[config.mk]
export PLATFORM = sky130hd
export DESIGN_NAME = multiplier_controller
export DESIGN_NICKNAME = d
export VERILOG_FILES = /design/src/rtl/multiplier_pkg.sv /design/src/rtl/multiplier_controller.sv
export SDC_FILE = /design/constraint.sdc
export NUM_CORES = 1
export LEC_CHECK = 0
export ABC_AREA = 0
export CAP_MARGIN = 10
export CORE_AREA = 2 2 39 41
export CTS_CLUSTER_SIZE = 8
export DETAILED_ROUTE_END_ITERATION = 8
export DIE_AREA = 0 0 41 43
export PLACE_DENSITY = 0.59
export SKIP_LAST_GASP = 1
export SYNTH_ARGS = -nofsm -noshare
export SYNTH_HDL_FRONTEND = slang
export SYNTH_SLANG_ARGS = --single-unit
[constraint.sdc]
create_clock -name clk -period 3 [get_ports clk]
set_clock_uncertainty 0.1 [all_clocks]
set_input_delay 0.6 -clock clk [delete_from_list [all_inputs] [get_ports clk]]
set_output_delay 0.6 -clock clk [all_outputs]
set_load 0.01 [all_outputs]
[src/rtl/multiplier_pkg.sv]
// Shared definitions for the shift-and-add sequential multiplier.
// Holds the controller state encoding and the default operand width.
package multiplier_pkg;

  localparam int MULT_WIDTH = 4;

  typedef enum logic [2:0] {
    IDLE  = 3'd0,
    LOAD  = 3'd1,
    ADD   = 3'd2,
    SHIFT = 3'd3,
    DONE  = 3'd4
  } mult_state_t;

endpackage

[src/rtl/multiplier_controller.sv]
// Control FSM for the shift-and-add multiplier datapath.
// Loads operands, then one conditional add and one shift per bit.
module multiplier_controller
  import multiplier_pkg::*;
#(
  parameter int WIDTH = MULT_WIDTH
) (
  input  logic             clk,
  input  logic             rst_n,
  input  logic             start,
  input  logic [WIDTH-1:0] multiplierReg,
  output logic             busy,
  output logic             done,
  output logic             mrld,
  output logic             mdld,
  output logic             rsclear,
  output logic             rsload,
  output logic             rsshr
);

  localparam int IW = $clog2(WIDTH);
  localparam logic [IW-1:0] LAST = IW'(WIDTH - 1);

  mult_state_t   state;
  mult_state_t   state_nxt;
  logic [IW-1:0] bit_idx;
  logic          load_q;
  logic          add_q;

  always_comb begin
    state_nxt = state;
    unique case (state)
      IDLE:    if (start) state_nxt = LOAD;
      LOAD:    state_nxt = ADD;
      ADD:     state_nxt = SHIFT;
      SHIFT:   state_nxt = (bit_idx == LAST) ? DONE : ADD;
      DONE:    state_nxt = start ? LOAD : IDLE;
      default: state_nxt = IDLE;
    endcase
  end

  // Strobes are registered from the next state so they line up with it.
  always_ff @(posedge clk or negedge rst_n) begin
    if (!rst_n) begin
      state   <= IDLE;
      bit_idx <= '0;
      busy    <= 1'b0;
      done    <= 1'b0;
      load_q  <= 1'b0;
      add_q   <= 1'b0;
      rsshr   <= 1'b0;
    end else begin
      state  <= state_nxt;
      busy   <= (state_nxt == LOAD) ||
                (state_nxt == ADD) ||
                (state_nxt == SHIFT);
      done   <= (state_nxt == DONE);
      load_q <= (state_nxt == LOAD);
      add_q  <= (state_nxt == ADD);
      rsshr  <= (state_nxt == SHIFT);
      unique case (1'b1)
        state == LOAD:
          bit_idx <= '0;
        state == SHIFT && bit_idx != LAST:
          bit_idx <= bit_idx + 1'b1;
        default:
          bit_idx <= bit_idx;
      endcase
    end
  end

  assign mrld    = load_q;
  assign mdld    = load_q;
  assign rsclear = load_q;

  // The multiplier register only settles after LOAD, so this stays combinational.
  assign rsload  = add_q & multiplierReg[bit_idx];

endmodule

==> results.py, run 1 <==
metrics = {
    "status": {
        "outcome": "complete, no violations",
    },
    "logic_synthesis": {
        "synth.top_cell.area_share_pct": 60.6,
        "synth_top_flop_cell": "dfrtp_1",
        "netlist_area_sq_um": 413,
        "synth-simple-area-share_pct": 17.9,
        "synth.mux.area_fraction_pct": 5.45,
        "syn_avg_cell_area_sq_um": 12.5,
        "ys_seq_elements": 10,
        "yosysTopAreaCell": "dfrtp_1",
        "synth_most_common_cell": "dfrtp_1",
        "synth_top_family_by_area": "simple AND/OR/NAND/NOR gates",
        "syn-num-nets": 41,
        "ys_types": 16,
        "synthXorXnorAreaFrac_pct": 0,
        "yosys-top-cells-count": "dfrtp_1 (10), nor2_1 (4), and2_1 (3)",
        "synth-compound-area-share_pct": 8.48,
        "synth-async-reset-ratio_pct": 100,
        "synth_edf_count": 0,
        "synth_area_leaders": "dfrtp_1 (61%), mux4_2 (5.5%), and2_1 (4.5%)",
        "synth_fa_ha_area_share_pct": 3.03,
        "yosysWarnings": 0,
        "syn_inst": 33,
        "yosysSeqAreaShare_pct": 60.6,
    },
    "drt": {
        "vias_per_cell": 4.55,
        "drt-total-wl_microns": 620,
        "drc": 0,
        "dr_total_vias": 291,
        "antenna_left": 0,
        "drt_iter0_markers": 8,
        "wl_per_cell_microns": 9.69,
        "firstDrtPassIters": 4,
    },
    "place": {
        "dp_slack_ps": 227,
        "gp_congestion": 0.734,
        "dpl.cell_count": 60,
        "dpl.hpwl_microns": 470,
        "port_buffers": 13,
    },
    "clock_network": {
        "ctsResizeCount": 0,
        "cts_tree": "done",
        "cts_buffers": 3,
        "clock_latency_ps": 270,
        "clockBufferDepth": 2,
        "clkSinkCount": 10,
        "htree_levels": 1,
        "postCtsSetupRepairBufs": 0,
        "cts-root-buf": "clkbuf_4",
        "postCtsHoldBufs": 0,
        "clk_pin_slew_worst_paths_ps": 70,
    },
    "sta": {
        "worst_slew_pin_slew_ps": 434,
        "drv_slew": 0,
        "maxSlewHeadroom_pct": 70.9,
        "fin_crit_sh_pct": 92.5,
        "min_period_ps": 2770,
        "fin_setup_tns_ps": 0,
        "setup_slack_ps": 226,
        "max_freq_mhz": 360,
        "rsz0062_at_grt": "false",
        "hold_violations": 0,
        "finalSetupViolations": 0,
    },
    "floorplanning": {
        "core_area_sq_um": 1380,
        "die_h_microns": 43,
        "start_util_pct": 29.8,
        "die_area_sq_um": 1760,
        "core.rowCount": 14,
        "die_w_microns": 41,
        "io_pins": 14,
    },
    "cells_and_area": {
        "antenna_cells": 0,
        "final_cells": 64,
        "final_layout_size_suffix_gt1_share_pct": 14.6,
        "area_delta_synth_final_pct": 41.5,
        "fin_nets": 57,
    },
    "power": {
        "p_leak_nw": 0.258,
        "power_density_nw_per_um2": 916,
        "max-vdd-ir-drop_mv": 0.347,
        "power_mw": 0.535,
    },
    "setup_path": {
        "critPathTopFamily": "buffers and inverters",
        "start_kind": "primary input",
        "cpMostUsedCell": "clkdlybuf4s50_1",
        "setup.worst_path.end_class": "output pin",
        "cpMaxStageDelayCell": "clkdlybuf4s50_1",
        "path_class": "primary input to output pin",
        "worst_ep_arrival_time_ps": 2070,
        "crit_chain": "clkdlybuf4s50_1 > mux4_2 > and2_1 > clkdlybuf4s50_1",
        "crit_required_ps": 2300,
        "crit_path_max_fanout": 1,
        "crit_buf_inv": 2,
        "critPathMaxStageDelay_ps": 470,
    },
    "global_routing": {
        "grt_pass1_wl_microns": 979,
        "grt_overflow_total": 0,
        "grt_max_degree": 11,
        "antenna_found_initial": 0,
        "grt_usage_pct": 9.04,
        "grt_pass1_vias": 246,
    },
    "min_path": {
        "hold_path_class": "flip-flop to flip-flop",
    },
    "job": {
        "maxCapViolCount": 0,
    },
}
## final cells by class
cell class	count	area, sq um
Fill cell	138	800
Sequential cell	10	250
Multi-Input combinational cell	20	144
Timing Repair Buffer	13	130
Clock buffer	4	36.3
Tap cell	16	20.0
Inverter	1	3.75
## cells by family after synthesis
kind of cell / count (synthesis)
AOI/OAI and AO/OA: 6
adders and majority gates: 1
buffers and inverters: 3
DFF: 10
muxes: 1
and+or+nand+nor: 12
## power by group
part           internal (mW)  leakage, nW  switching [mW]
clock network         0.0738       0.0210          0.0476
logic                  0.114        0.115          0.0766
registers              0.186        0.121          0.0374
## flip-flops by register name (all words and copies together), names as in the netlist
register and count:
add_q 1, mdld 1, bit_idx 2, state 3
done 1, rsshr 1, busy 1
## cell usage in the layout, fill, tap and decap left out, types with 2 or more instances in the layout
cell and count:
o21ai_1 2, o21ai_0 2, nor2_1 4, dfrtp_1 10, and2_1 3, clkbuf_4 3, clkdlybuf4s50_1 13
## metrics by stage
step	area (sq um)	hold WS, ps	util [%]
final	584	412	42.2
after global placement	548	389	39.6
after CTS	584	412	42.2
after global routing	584	428	42.2
after detailed placement	548	404	39.6
after floorplan	413	204	-
## worst paths after layout
| kind | depth (start not counted) | start | endpoint | slack, ps |
|---|---|---|---|---|
| max | 4 | multiplierReg[3] | rsload | 230 |
| min | 1 | state[2]$_DFF_PN0_ | state[2]$_DFF_PN0_ | 410 |
| max reg2reg | 4 | bit_idx[0]$_DFFE_PN0P_ | busy$_DFF_PN0_ | 1580 |
| min reg2reg | 1 | state[2]$_DFF_PN0_ | state[2]$_DFF_PN0_ | 410 |
| max in group asynchronous | 1 | rst_n | bit_idx[0]$_DFFE_PN0P_ | 1960 |
| min in group asynchronous | 1 | rst_n | state[2]$_DFF_PN0_ | 530 |
## worst reg2reg max path, delay by kind of cell (launching register included)
family	cells	cell delay, ps
flip-flops	1	420
adder cells (fa/ha/maj)	1	220
AO/OA/AOI/OAI	1	290
AND/OR/NAND/NOR	2	340
## metal layers
layer | GRT usage, % | routed length (microns)
met3 | 4.71 | 58
met2 | 10.9 | 269
met5 | 0 | 0
met1 | 10.0 | 265
met4 | 10.0 | 26
Power figures use the tool's default switching activity.
==> run 2: changes to the inputs <==
--- a/config.mk
+++ b/config.mk
@@ -11,7 +11,8 @@
 export CTS_CLUSTER_SIZE = 8
 export DETAILED_ROUTE_END_ITERATION = 8
 export DIE_AREA = 0 0 41 43
-export PLACE_DENSITY = 0.59
+export DONT_BUFFER_PORTS = 1
+export PLACE_DENSITY = 0.46
 export SKIP_LAST_GASP = 1
 export SYNTH_ARGS = -nofsm -noshare
 export SYNTH_HDL_FRONTEND = slang
==> constraint.sdc (replaced) <==
create_clock -name clk -period 2.7 [get_ports clk]
set_clock_uncertainty 0.1 [all_clocks]
set_input_delay 0.54 -clock clk [delete_from_list [all_inputs] [get_ports clk]]
set_output_delay 0.54 -clock clk [all_outputs]
set_load 0.01 [all_outputs]
==> run 2 against run 1 <==
  * Sequential share of layout area rose by 11 points
  * Sequential power rose by 18%
  * Flip-flop and latch count did not move
  * Cell count fell by 19%
  * Cell area fell by 21%
  * Power rose by 1.6%
  * Non-clock buffer count fell by 12
  * Critical path depth fell by 2
  * Setup slack improved by 460 ps
  * First-iteration DRC count fell by 63%
  * Count of clock-buffer cells in the layout did not move
==> results.py, run 2 (synthesis results as in run 1) <==
metrics = {
    "power": {
        "p_leak_nw": 0.213,
        "max-vdd-ir-drop_mv": 0.438,
        "power_density_nw_per_um2": 1170,
        "power_mw": 0.544,
    },
    "cells_and_area": {
        "reg_top3": "state: 3 flops, bit_idx: 2 flops",
        "layout_common_cells": "dfrtp_1 (10), nor2_1 (4), and2_1 (3), clkbuf_4 (3)",
        "area_delta_synth_final_pct": 12.4,
        "fin_nets": 45,
        "largest_register_ffs": 3,
        "final_common_cell": "dfrtp_1",
        "final_cells": 52,
        "stdcell_area_sq_um": 464,
        "final_layout_size_suffix_gt1_share_pct": 19.4,
        "largest_register": "state",
        "antenna_cells": 0,
    },
    "floorplanning": {
        "die_w_microns": 41,
        "start_util_pct": 29.8,
        "die_h_microns": 43,
        "io_pins": 14,
        "die_area_sq_um": 1760,
        "core.rowCount": 14,
        "core_area_sq_um": 1380,
    },
    "clock_network": {
        "cts_tree": "done",
        "postCtsSetupRepairBufs": 0,
        "clkSinkCount": 10,
        "cts_buffers": 3,
        "ctsResizeCount": 0,
        "htree_levels": 1,
        "clockBufferDepth": 2,
        "cts-root-buf": "clkbuf_4",
        "clock_latency_ps": 270,
        "clk_pin_slew_worst_paths_ps": 70,
        "postCtsHoldBufs": 1,
    },
    "drt": {
        "antenna_left": 0,
        "drt_iter0_markers": 3,
        "firstDrtPassIters": 3,
        "vias_per_cell": 4.75,
        "drt-total-wl_microns": 691,
        "drc": 0,
        "dr_total_vias": 247,
        "wl_per_cell_microns": 13.3,
    },
    "setup_path": {
        "start_kind": "flip-flop",
        "path_class": "flip-flop to output pin",
        "crit_path_max_fanout": 4,
        "worst_ep_arrival_time_ps": 1370,
        "setup.worst_path.end_class": "output pin",
        "crit_required_ps": 2060,
    },
    "global_routing": {
        "grt_overflow_total": 0,
        "antenna_found_initial": 0,
        "grt_max_degree": 11,
        "grt_pass1_wl_mm": 1.16,
        "grt_pass1_vias": 266,
        "grt_usage_pct": 10.4,
    },
    "place": {
        "dp_slack_ps": 888,
        "dpl.cell_count": 47,
        "gp_congestion": 0.651,
        "dpl.hpwl_microns": 529,
        "place_area_sq_um": 418,
        "port_buffers": 0,
    },
    "sta": {
        "hold_violations": 0,
        "fin_crit_sh_pct": 74.5,
        "max_freq_mhz": 497,
        "maxSlewHeadroom_pct": 69.3,
        "fin_setup_tns_ps": 0,
        "worst_slew_pin_slew_ps": 459,
        "min_period_ps": 2010,
        "rsz0062_at_grt": "false",
        "finalSetupViolations": 0,
        "setup_slack_ps": 690,
        "drv_slew": 0,
    },
    "job": {
        "maxCapViolCount": 0,
    },
    "min_path": {
        "hold_path_class": "primary input to flip-flop",
    },
    "status": {
        "outcome": "complete, no violations",
    },
}
[run 2: cell types whose count changed in the layout (fill, tap and decap cells not counted), sizes merged]
cell           before  now
clkdlybuf4s50      13    0
dlygate4sd3         0    1
[run 2: cell type report]
class                   instances  area, sq um
fillers                       141          920
inverters                       1         3.75
multi-input cells              20          144
flip-flops and latches         10          250
clock buffers                   4         36.3
repair buffers                  1         10.0
well taps                      16         20.0
[run 2: report_power, final]
group          internal [mW]  switching [mW]  total (mW)
Combinational         0.0735          0.0728       0.146
Clock                 0.0819          0.0515       0.133
Sequential             0.207          0.0573       0.264
Total                  0.362           0.182       0.544
[run 2: layer usage]
layer / global-route usage [%] / vias to the layer above / share of wire, %
met3: 5.24 / 3 / 11
met4: 8.00 / 0 / 2.7
met5: 0 / - / 0
met1: 12.4 / 116 / 38
met2: 13.4 / 12 / 48
li1: - / 116 / -
[run 2: final timing paths]
path | start | end | slack (ps) | depth (start not counted)
worst max-delay path | bit_idx[0]$_DFFE_PN0P_ | rsload | 690 | 2
worst min-delay path | start | mdld$_DFF_PN0_ | 300 | 1
worst max register to register | bit_idx[0]$_DFFE_PN0P_ | busy$_DFF_PN0_ | 1240 | 4
worst min register to register | state[2]$_DFF_PN0_ | done$_DFF_PN0_ | 410 | 1
max in group asynchronous | rst_n | add_q$_DFF_PN0_ | 1630 | 1
min in group asynchronous | rst_n | done$_DFF_PN0_ | 560 | 1
[run 2: per-stage QoR]
step / util (%) / hold slack (ps)
floorplan: - / 144
global placement: 30.2 / 145
detailed placement: 30.2 / 145
CTS: 33.5 / 296
global route: 33.5 / 295
finish: 33.5 / 298
[run 2: worst max-delay path: stages, from the launching register on]
cell	delay, ps
dfrtp_1	410
mux4_2	500
and2_1	200
